File: config.mk
export PLATFORM = sky130hd
export DESIGN_NAME = alu_cmd_queue_flat
export DESIGN_NICKNAME = d
export VERILOG_FILES = /design/src/rtl/alu_pkg.sv /design/src/rtl/alu_cmd_queue_if.sv /design/src/rtl/alu_cmd_queue.sv /design/src/flat_wrapper.sv
export SDC_FILE = /design/constraint.sdc
export NUM_CORES = 1
export LEC_CHECK = 0
export ABC_AREA = 1
export CORE_ASPECT_RATIO = 0.7
export CORE_MARGIN = 8
export CORE_UTILIZATION = 62
export DETAILED_ROUTE_END_ITERATION = 7
export DONT_BUFFER_PORTS = 1
export PLACE_DENSITY_LB_ADDON = 0.1
export SKIP_LAST_GASP = 1
export SLEW_MARGIN = 5
export SYNTH_ARGS = -nofsm -noshare
export SYNTH_HDL_FRONTEND = slang
export SYNTH_SLANG_ARGS = --single-unit
File: constraint.sdc
create_clock -name clk -period 2.6 [get_ports clk]
set_clock_uncertainty 0.15 [all_clocks]
set_input_delay 0.39 -clock clk [delete_from_list [all_inputs] [get_ports clk]]
set_output_delay 0.39 -clock clk [all_outputs]
set_load 0.1 [all_outputs]
File: src/rtl/alu_pkg.sv
// Opcode definitions shared by the 4-bit ALU and its command queue.
package alu_pkg;
  typedef enum logic [2:0] {
    ADD = 3'd0,
    SUB = 3'd1,
    MUL = 3'd2,
    AND = 3'd3,
    DEC = 3'd4
  } alu_opcode_t;
endpackage

File: src/rtl/alu_cmd_queue_if.sv
// Command-in, ALU-side and result-out signal bundle of the ALU command queue.
// The queue connects through the slave modport; the producer/ALU/consumer side uses master.
interface alu_cmd_queue_if #(
  parameter int N     = 8,
  parameter int TAG_W = 4
);
  logic                  in_valid;
  logic                  in_ready;
  logic [3:0]            in_a;
  logic [3:0]            in_b;
  alu_pkg::alu_opcode_t  in_op;

  logic [3:0]            alu_a;
  logic [3:0]            alu_b;
  alu_pkg::alu_opcode_t  alu_op;
  logic [N-1:0]          alu_result;

  logic                  out_valid;
  logic                  out_ready;
  logic [N-1:0]          out_result;
  alu_pkg::alu_opcode_t  out_op;
  logic [TAG_W-1:0]      out_tag;
  logic                  out_err;

  modport master (
    output in_valid, in_a, in_b, in_op,
    input  in_ready,
    input  alu_a, alu_b, alu_op,
    output alu_result,
    input  out_valid, out_result, out_op, out_tag, out_err,
    output out_ready
  );

  modport slave (
    input  in_valid, in_a, in_b, in_op,
    output in_ready,
    output alu_a, alu_b, alu_op,
    input  alu_result,
    output out_valid, out_result, out_op, out_tag, out_err,
    input  out_ready
  );
endinterface

File: src/rtl/alu_cmd_queue.sv
// DEPTH-entry command FIFO feeding the ALU, with a registered tagged result slot.
// Head-to-result one cycle; in_ready from occupancy only; result slot holds while out_ready is low.
module alu_cmd_queue
  import alu_pkg::*;
#(
  parameter int N     = 8,
  parameter int DEPTH = 4,
  parameter int TAG_W = 4
) (
  input  logic                   clk,
  input  logic                   rst_n,
  alu_cmd_queue_if.slave         bus,
  output logic [$clog2(DEPTH):0] count
);

  localparam int PW = $clog2(DEPTH);
  localparam logic [PW:0] FULL_CNT = (PW+1)'(DEPTH);

  typedef struct packed {
    logic [3:0]  a;
    logic [3:0]  b;
    alu_opcode_t op;
  } cmd_t;

  cmd_t             mem [DEPTH];
  cmd_t             head;
  logic [PW-1:0]    wr_ptr;
  logic [PW-1:0]    rd_ptr;
  logic [TAG_W-1:0] tag_cnt;
  logic             push;
  logic             pop;
  logic             op_bad;

  assign bus.in_ready = (count < FULL_CNT);
  assign push         = bus.in_valid && bus.in_ready;
  assign pop          = (count != '0) && (!bus.out_valid || bus.out_ready);

  // Head is presented even when empty; the ALU output is ignored then.
  assign head       = mem[rd_ptr];
  assign bus.alu_a  = head.a;
  assign bus.alu_b  = head.b;
  assign bus.alu_op = head.op;

  always_comb begin
    op_bad = 1'b0;
    case (head.op)
      ADD, SUB, MUL, AND, DEC: op_bad = 1'b0;
      default:                 op_bad = 1'b1;
    endcase
  end

  always_ff @(posedge clk) begin
    if (push) begin
      mem[wr_ptr] <= '{a: bus.in_a, b: bus.in_b, op: bus.in_op};
    end
  end

  always_ff @(posedge clk or negedge rst_n) begin
    if (!rst_n) begin
      wr_ptr  <= '0;
      rd_ptr  <= '0;
      count   <= '0;
      tag_cnt <= '0;
    end else begin
      if (push) begin
        wr_ptr <= wr_ptr + PW'(1);
      end
      if (pop) begin
        rd_ptr  <= rd_ptr + PW'(1);
        tag_cnt <= tag_cnt + TAG_W'(1);
      end
      case ({push, pop})
        2'b10:   count <= count + (PW+1)'(1);
        2'b01:   count <= count - (PW+1)'(1);
        default: count <= count;
      endcase
    end
  end

  // A pop refills the slot in the same edge it drains, giving one result per cycle.
  always_ff @(posedge clk or negedge rst_n) begin
    if (!rst_n) begin
      bus.out_valid  <= 1'b0;
      bus.out_result <= '0;
      bus.out_op     <= ADD;
      bus.out_tag    <= '0;
      bus.out_err    <= 1'b0;
    end else if (pop) begin
      bus.out_valid  <= 1'b1;
      bus.out_result <= bus.alu_result;
      bus.out_op     <= head.op;
      bus.out_tag    <= tag_cnt;
      bus.out_err    <= op_bad;
    end else if (bus.out_ready) begin
      bus.out_valid  <= 1'b0;
    end
  end

endmodule

File: src/flat_wrapper.sv
// flat-port wrapper written by rule: the top's interface ports become plain ports
module alu_cmd_queue_flat import alu_pkg::*;
#(
  parameter int N     = 8,
  parameter int DEPTH = 4,
  parameter int TAG_W = 4
)
  (clk, rst_n, count, bus_in_valid, bus_in_a, bus_in_b, bus_in_op, bus_in_ready, bus_alu_a, bus_alu_b, bus_alu_op, bus_alu_result, bus_out_valid, bus_out_result, bus_out_op, bus_out_tag, bus_out_err, bus_out_ready);
  alu_cmd_queue_if #(.N(N), .TAG_W(TAG_W)) bus_i ();
  input  logic clk;
  input  logic rst_n;
  output logic [$clog2(DEPTH):0] count;
  input wire logic [$bits(bus_i.in_valid)-1:0] bus_in_valid;
  input wire logic [$bits(bus_i.in_a)-1:0] bus_in_a;
  input wire logic [$bits(bus_i.in_b)-1:0] bus_in_b;
  input wire logic [$bits(bus_i.in_op)-1:0] bus_in_op;
  output wire logic [$bits(bus_i.in_ready)-1:0] bus_in_ready;
  output wire logic [$bits(bus_i.alu_a)-1:0] bus_alu_a;
  output wire logic [$bits(bus_i.alu_b)-1:0] bus_alu_b;
  output wire logic [$bits(bus_i.alu_op)-1:0] bus_alu_op;
  input wire logic [$bits(bus_i.alu_result)-1:0] bus_alu_result;
  output wire logic [$bits(bus_i.out_valid)-1:0] bus_out_valid;
  output wire logic [$bits(bus_i.out_result)-1:0] bus_out_result;
  output wire logic [$bits(bus_i.out_op)-1:0] bus_out_op;
  output wire logic [$bits(bus_i.out_tag)-1:0] bus_out_tag;
  output wire logic [$bits(bus_i.out_err)-1:0] bus_out_err;
  input wire logic [$bits(bus_i.out_ready)-1:0] bus_out_ready;
  assign bus_i.in_valid = bus_in_valid;
  assign bus_i.in_a = bus_in_a;
  assign bus_i.in_b = bus_in_b;
  assign bus_i.in_op = bus_in_op;
  assign bus_in_ready = bus_i.in_ready;
  assign bus_alu_a = bus_i.alu_a;
  assign bus_alu_b = bus_i.alu_b;
  assign bus_alu_op = bus_i.alu_op;
  assign bus_i.alu_result = bus_alu_result;
  assign bus_out_valid = bus_i.out_valid;
  assign bus_out_result = bus_i.out_result;
  assign bus_out_op = bus_i.out_op;
  assign bus_out_tag = bus_i.out_tag;
  assign bus_out_err = bus_i.out_err;
  assign bus_i.out_ready = bus_out_ready;
  alu_cmd_queue #(.N(N), .DEPTH(DEPTH), .TAG_W(TAG_W)) u_core (.clk(clk), .rst_n(rst_n), .bus(bus_i), .count(count));
endmodule
# Yosys cells after proc, flatten, opt, wreduce, memory -nomap -nowiden
# Memory sizes are Yosys's and may differ from the RTL's.
# Index checks and enable logic that the tools add are counted.
# Widths: inputs -> output; s select.
[classes] n_mul=0 n_eq_ne=6 n_lt_le_gt_ge=1 n_bitwise=0 n_addsub=5 mux=6 shifts=0 n_reduce_logical=9 div=0
[op_table] cell="$eq 3x2->1 const B" n=2
[op_table] cell="$pmux 3 s2" n=1
[op_table] cell="$mux 1" n=5
[op_table] cell="$reduce_or 5->1" n=1
[op_table] cell="$add 2x1->2 const B" n=2
[op_table] cell="$add 4x1->4 const B" n=1
[op_table] cell="$reduce_bool 2->1" n=2
[op_table] cell="$add 3x1->3 const B" n=1
[op_table] cell="$eq 3x1->1 const B" n=1
[op_table] cell="$eq 3x3->1 const B" n=1
[op_table] cell="$logic_not 3->1" n=1
[op_table] cell="$lt 3x3->1 const B" n=1
[op_table] cell="$reduce_bool 3->1" n=1
[op_table] cell="$sub 3x1->3 const B" n=1
[op_table] cell="$eq 2x1->1 const B" n=1
[op_table] cell="$eq 2x2->1 const B" n=1
[op_table] cell="$logic_and 1x1->1" n=2
[op_table] cell="$logic_not 1->1" n=1
[op_table] cell="$logic_or 1x1->1" n=1
[totals] word_cells=37 latchBits=0 mem_bits_ro=0 mem_bits_rw=44 in_bits=23 memories=1 out_inout_bits=32 register_bits=28
[mem_list] name="u_core.mem" depth=4 word_bits=11 rd=1 rd_clocked_by_memory_dff=0 write_ports=1 line_no="alu_cmd_queue.sv:25" source="cmd_t mem [DEPTH];"

# Depth between registers and ports, before layout
[logic_depth] depth_word=5 ltp_mapped=11 mapped_depth_nobuf=10

# Worst setup path before layout
# Ideal clock, no wire load.
[synth_timing] kind="register to register" startpoint="register u_core.count[2]" endpoint="register u_core.count[2]" setup_ns=0.145 arrival_time_ns=2.860 path_buffers=1 stages_incl_launch_ff=12 path_slack_ns=-0.555 period_less_slack_ns=3.155 cell_sequence="dfrtp_1 > inv_2 > nand3_2 > nand2_4 > inv_2 > buf_4 > ha_1 > inv_1 > fa_1 > a21oi_1 > o21ai_0 > xor2_1"
[synth_via] elab_chain_cells=4
[synth_lines] element="start: declaration" line_no="alu_cmd_queue.sv:13" source="output logic [$clog2(DEPTH):0] count"
[synth_lines] element="start signal: assignment" line_no="alu_cmd_queue.sv:73" source="2'b10: count <= count + (PW+1)'(1);"
[synth_lines] element="start signal: assignment" line_no="alu_cmd_queue.sv:74" source="2'b01: count <= count - (PW+1)'(1);"
[synth_lines] element="start signal: assignment" line_no="alu_cmd_queue.sv:75" source="default: count <= count;"
[synth_lines] element="$lt 3x3->1 (*)" line_no="alu_cmd_queue.sv:34" source="assign bus.in_ready = (count < FULL_CNT);"
[synth_lines] element="via bus_in_ready" line_no="flat_wrapper.sv:17" source="output wire logic [$bits(bus_i.in_ready)-1:0] bus_in_ready;"
[synth_lines] element="$logic_and 1x1->1 (*)" line_no="alu_cmd_queue.sv:35" source="assign push = bus.in_valid && bus.in_ready;"
[synth_lines] element="$eq 2x1->1 / $eq 2x2->1 (equally long branches)" line_no="alu_cmd_queue.sv:72" source="case ({push, pop})"
[synth_lines] element="$pmux 3 s2 / $reduce_bool 2->1 (equally long branches)"
# The timed path passes the listed nets; every way through them passes the cells marked *.
# A chain may end at the register's enable or synchronous reset.

# Final worst setup path
[layout_timing] startpoint="register u_core.rd_ptr[0]" endpoint="output bus_alu_b[0]"
[layout_via] elab_chain_cells=1
[layout_lines] element="start: declaration" line_no="alu_cmd_queue.sv:28" source="logic [PW-1:0] rd_ptr;"
[layout_lines] element="start signal: assignment" line_no="alu_cmd_queue.sv:69" source="rd_ptr <= rd_ptr + PW'(1);"
[layout_lines] element="$mem_v2 4x11"
[layout_lines] element="end: declaration" line_no="flat_wrapper.sv:19" source="output wire logic [$bits(bus_i.alu_b)-1:0] bus_alu_b;"
# Every way passes these cells.

==> results.md <==
| Quantity | This run | Unit |
|---|---|---|
| Post-cts gate resize count | 0 | - |
| Prevailing post-synth register cell | sky130_fd_sc_hd__edfxtp_1 | - |
| Leading cell type by number of instances after synthesis | sky130_fd_sc_hd__nand2_1 | - |
| Wire length of the first global-routing pass | 9.204 | mm |
| Post-CTS Setup Bufs | 0 | - |
| Area share of the largest cell type after synthesis | 45.62 | % |
| Critical path endpoint category | output port | - |
| Slowest stage cell on the critical path | sky130_fd_sc_hd__dfrtp_1 | - |
| Biggest cell delay along the critical path | 0.51 | ns |
| Dominant cell type by area after synthesis | sky130_fd_sc_hd__edfxtp_1 | - |
| Routed Antenna Nets | 0 | - |
| Initial antenna violation count | 0 | - |
| Number of enable flip-flop cells after synthesis | 44 | - |
| CTS tree | done | - |
| Via count of the first global-routing pass | 1845 | - |
| Initial cell density of the core | 65.77 | % |
| Die X-Extent | 97.70 | µm |
| Register area share after synthesis | 69.81 | % |
| Highest Clock Rate | 409.3 | MHz |
| Top-level I/O count | 55 | - |
| Rows | 20 | - |
| Post-DP HPWL | 3.819 | mm |
| Setup slack of the critical path after layout | 0.1566 | ns |
| Area of the die | 7150 | µm² |
| Asr flop ratio synth | 38.89 | % |
| Critical-path cell list | inv_2 > o21ai_0 > o22ai_2 > buf_4 | - |
| Mapped Nets | 276 | - |
| Synth area leaders | sky130_fd_sc_hd__edfxtp_1 (46%), sky130_fd_sc_hd__dfrtp_1 (24%), sky130_fd_sc_hd__nand2_1 (7.6%) | - |
| Post-route setup TNS | 0 | ns |
| Die extent in y | 73.19 | µm |
| Post-route DRC violation count | 0 | - |
| Required time at the endpoint of the critical path | 2.06 | ns |
| CTS sink cnt | 72 | - |
| Buffer levels on the longest clock path | 2 | - |
| Critical path data arrival time | 1.90 | ns |
| Clk root buf | sky130_fd_sc_hd__clkbuf_8 | - |
| Class of the worst hold path | input port to flip-flop | - |
| CTS H-Tree Depth | 3 | - |
| Latest clock arrival within the worst-skew pair | 0.34 | ns |
| Max-slew violation total from the final report | 0 | - |
| Mapped Avg Cell Area | 11.77 | µm² |
| # nets final | 322 | - |
| Fraction of layout cells with a size suffix above 1 | 20.88 | % |
| RSZ-0062 raised after global routing | no | - |
| Ratio of routed vias to standard cells | 5.304 | - |
| Routed WL per cell | 16.74 | µm |
| Count of maximum capacitance violations | 0 | - |
| TritonCTS buffer count | 9 | - |
| Synthesis Warnings | 0 | - |
| Biggest fanout along the worst timing path | 24 | - |
| Setup slack after placement | 0.4481 | ns |
| Number of vias in the routed layout | 1867 | - |
| Post-route minimum period | 2.443 | ns |
| Leftover overflow at the end of global routing | 0 | - |
| Global routing usage summed across all routing layers | 16.95 | % |
| Measured slew at the worst slew-check pin | 0.9321 | ns |
| Area inside the core boundary | 4404 | µm² |
| Number of iterations in the first detailed-routing pass | 4 | - |
| Summed instance area of the synthesized netlist | 2897 | µm² |
| CTS clock-pin slew for the worst setup and hold paths | 0.07 | ns |
| Number of different library cells in the post-synthesis netlist | 21 | - |
| Pin count of the biggest net entering global routing | 29 | - |
| Gate count of the mapped netlist | 246 | - |
| Hold buffers post-CTS | 18 | - |
| Area grow syn2layout | 23.50 | % |
| Final clock period utilization by the worst path | 93.98 | % |
| Number of input and output port buffers inserted | 0 | - |
| Final Hold Fails | 0 | - |
| Setup Crit Path Kind | flip-flop to output port | - |
| Last weighted congestion value of the routability-driven placer | 0.7067 | - |
| Leading post-synthesis cells by instance count | sky130_fd_sc_hd__nand2_1 (59), sky130_fd_sc_hd__edfxtp_1 (44), sky130_fd_sc_hd__dfrtp_1 (28) | - |
| Total wirelength of the detailed-routed design | 5.893 | mm |
| Violation count after the first detailed-route iteration | 116 | - |
| Result of the run | complete, no violations | - |
| Final-report setup violation count | 0 | - |
| Antenna fix cells | 0 | - |
| Worst max-slew margin expressed relative to the limit | 37.86 | % |
| CP Launch Type | flip-flop | - |
| #FFs+latches synth | 72 | - |
metal layers:
metal,global-route usage [%],part of all wire [%]
met5,0,0
met4,4.849,1.4
met3,7.852,7.5
met2,27.73,49
met1,19.68,42
flip-flops by register name, summed over array words and instances (netlist names):
signal                 cells
u_core.bus.out_valid       1
u_core.bus.out_op          3
u_core.wr_ptr              2
u_core.mem                44
u_core.rd_ptr              2
u_core.count               3
u_core.bus.out_err         1
u_core.tag_cnt             4
u_core.bus.out_tag         4
u_core.bus.out_result      8
area by class of cell:
cell class / instances / area [µm²]
clock inverter: 6 / 107.6
fill: 259 / 827.0
tap: 55 / 68.82
sequential: 72 / 2023
timing repair buffer: 44 / 387.9
clock buffer: 10 / 127.6
inverter: 19 / 73.82
multi-input combinational: 146 / 788.3
cells by family after synthesis:
logic type | share of synthesized area (%)
adders and majority gates | 3.283
AOI/OAI and AO/OA | 6.566
buffers and inverters | 4.708
DFF | 69.81
xor gates and xnor gates | 1.814
and+or+nand+nor | 13.82
critical path: cells and delay by family (launching register included):
family	cells	cell delay (ns)
AO/OA/AOI/OAI	2	0.35
buffers and inverters	2	0.71
flip-flops	1	0.51
worst paths after layout:
path	end	slack, ns	startpoint	depth (start not counted)
worst max-delay path	bus_alu_b[0]	0.16	u_core.rd_ptr[0]	4
min in group asynchronous	u_core.bus.out_tag[3]	0.33	rst_n	2
worst min-delay path	u_core.bus.out_result[2]	0.02	bus_alu_result[2]	2
worst max register to register	u_core.count[2]	0.46	u_core.bus.out_valid	9
worst min register to register	u_core.tag_cnt[2]	0.37	u_core.tag_cnt[2]	2
max in group asynchronous	u_core.count[2]	1.80	rst_n	2
stage by stage:
step,area [µm²],instances,util [%],hold WS (ns)
3_3_place_gp,3142,317,71.34,-0.05471
3_5_place_dp,3142,317,71.34,-0.05479
6_report,3577,352,81.22,0.02165
4_1_cts,3567,351,80.99,0.002866
2_1_floorplan,2950,246,-,-0.05559
5_1_grt,3577,352,81.22,0.01402
cells in the final DEF (no fill, tap or decap):
cell type	instances
sky130_fd_sc_hd__nand2_1	59
sky130_fd_sc_hd__edfxtp_1	44
sky130_fd_sc_hd__dfrtp_1	27
sky130_fd_sc_hd__nor2_1	25
sky130_fd_sc_hd__buf_4	25
sky130_fd_sc_hd__o21ai_0	18
sky130_fd_sc_hd__dlygate4sd3_1	18
sky130_fd_sc_hd__inv_1	13
sky130_fd_sc_hd__clkbuf_8	9
sky130_fd_sc_hd__o22ai_2	8
sky130_fd_sc_hd__o21ai_1	8
sky130_fd_sc_hd__nand3_1	7
sky130_fd_sc_hd__ha_1	6
sky130_fd_sc_hd__inv_2	5
sky130_fd_sc_hd__xor2_1	4
sky130_fd_sc_hd__nand2_2	3
sky130_fd_sc_hd__bufinv_16	3
sky130_fd_sc_hd__nand3_2	2
sky130_fd_sc_hd__xnor2_1	2
sky130_fd_sc_hd__a21oi_1	2
sky130_fd_sc_hd__clkinv_2	2
sky130_fd_sc_hd__inv_4	1
sky130_fd_sc_hd__nand2_4	1
sky130_fd_sc_hd__fa_1	1
sky130_fd_sc_hd__clkinvlp_4	1
sky130_fd_sc_hd__clkbuf_1	1
sky130_fd_sc_hd__buf_12	1
sky130_fd_sc_hd__dfrtp_2	1
Power is not shown: default switching activity piles up to over one toggle a cycle in this logic, so the estimate is an artifact.
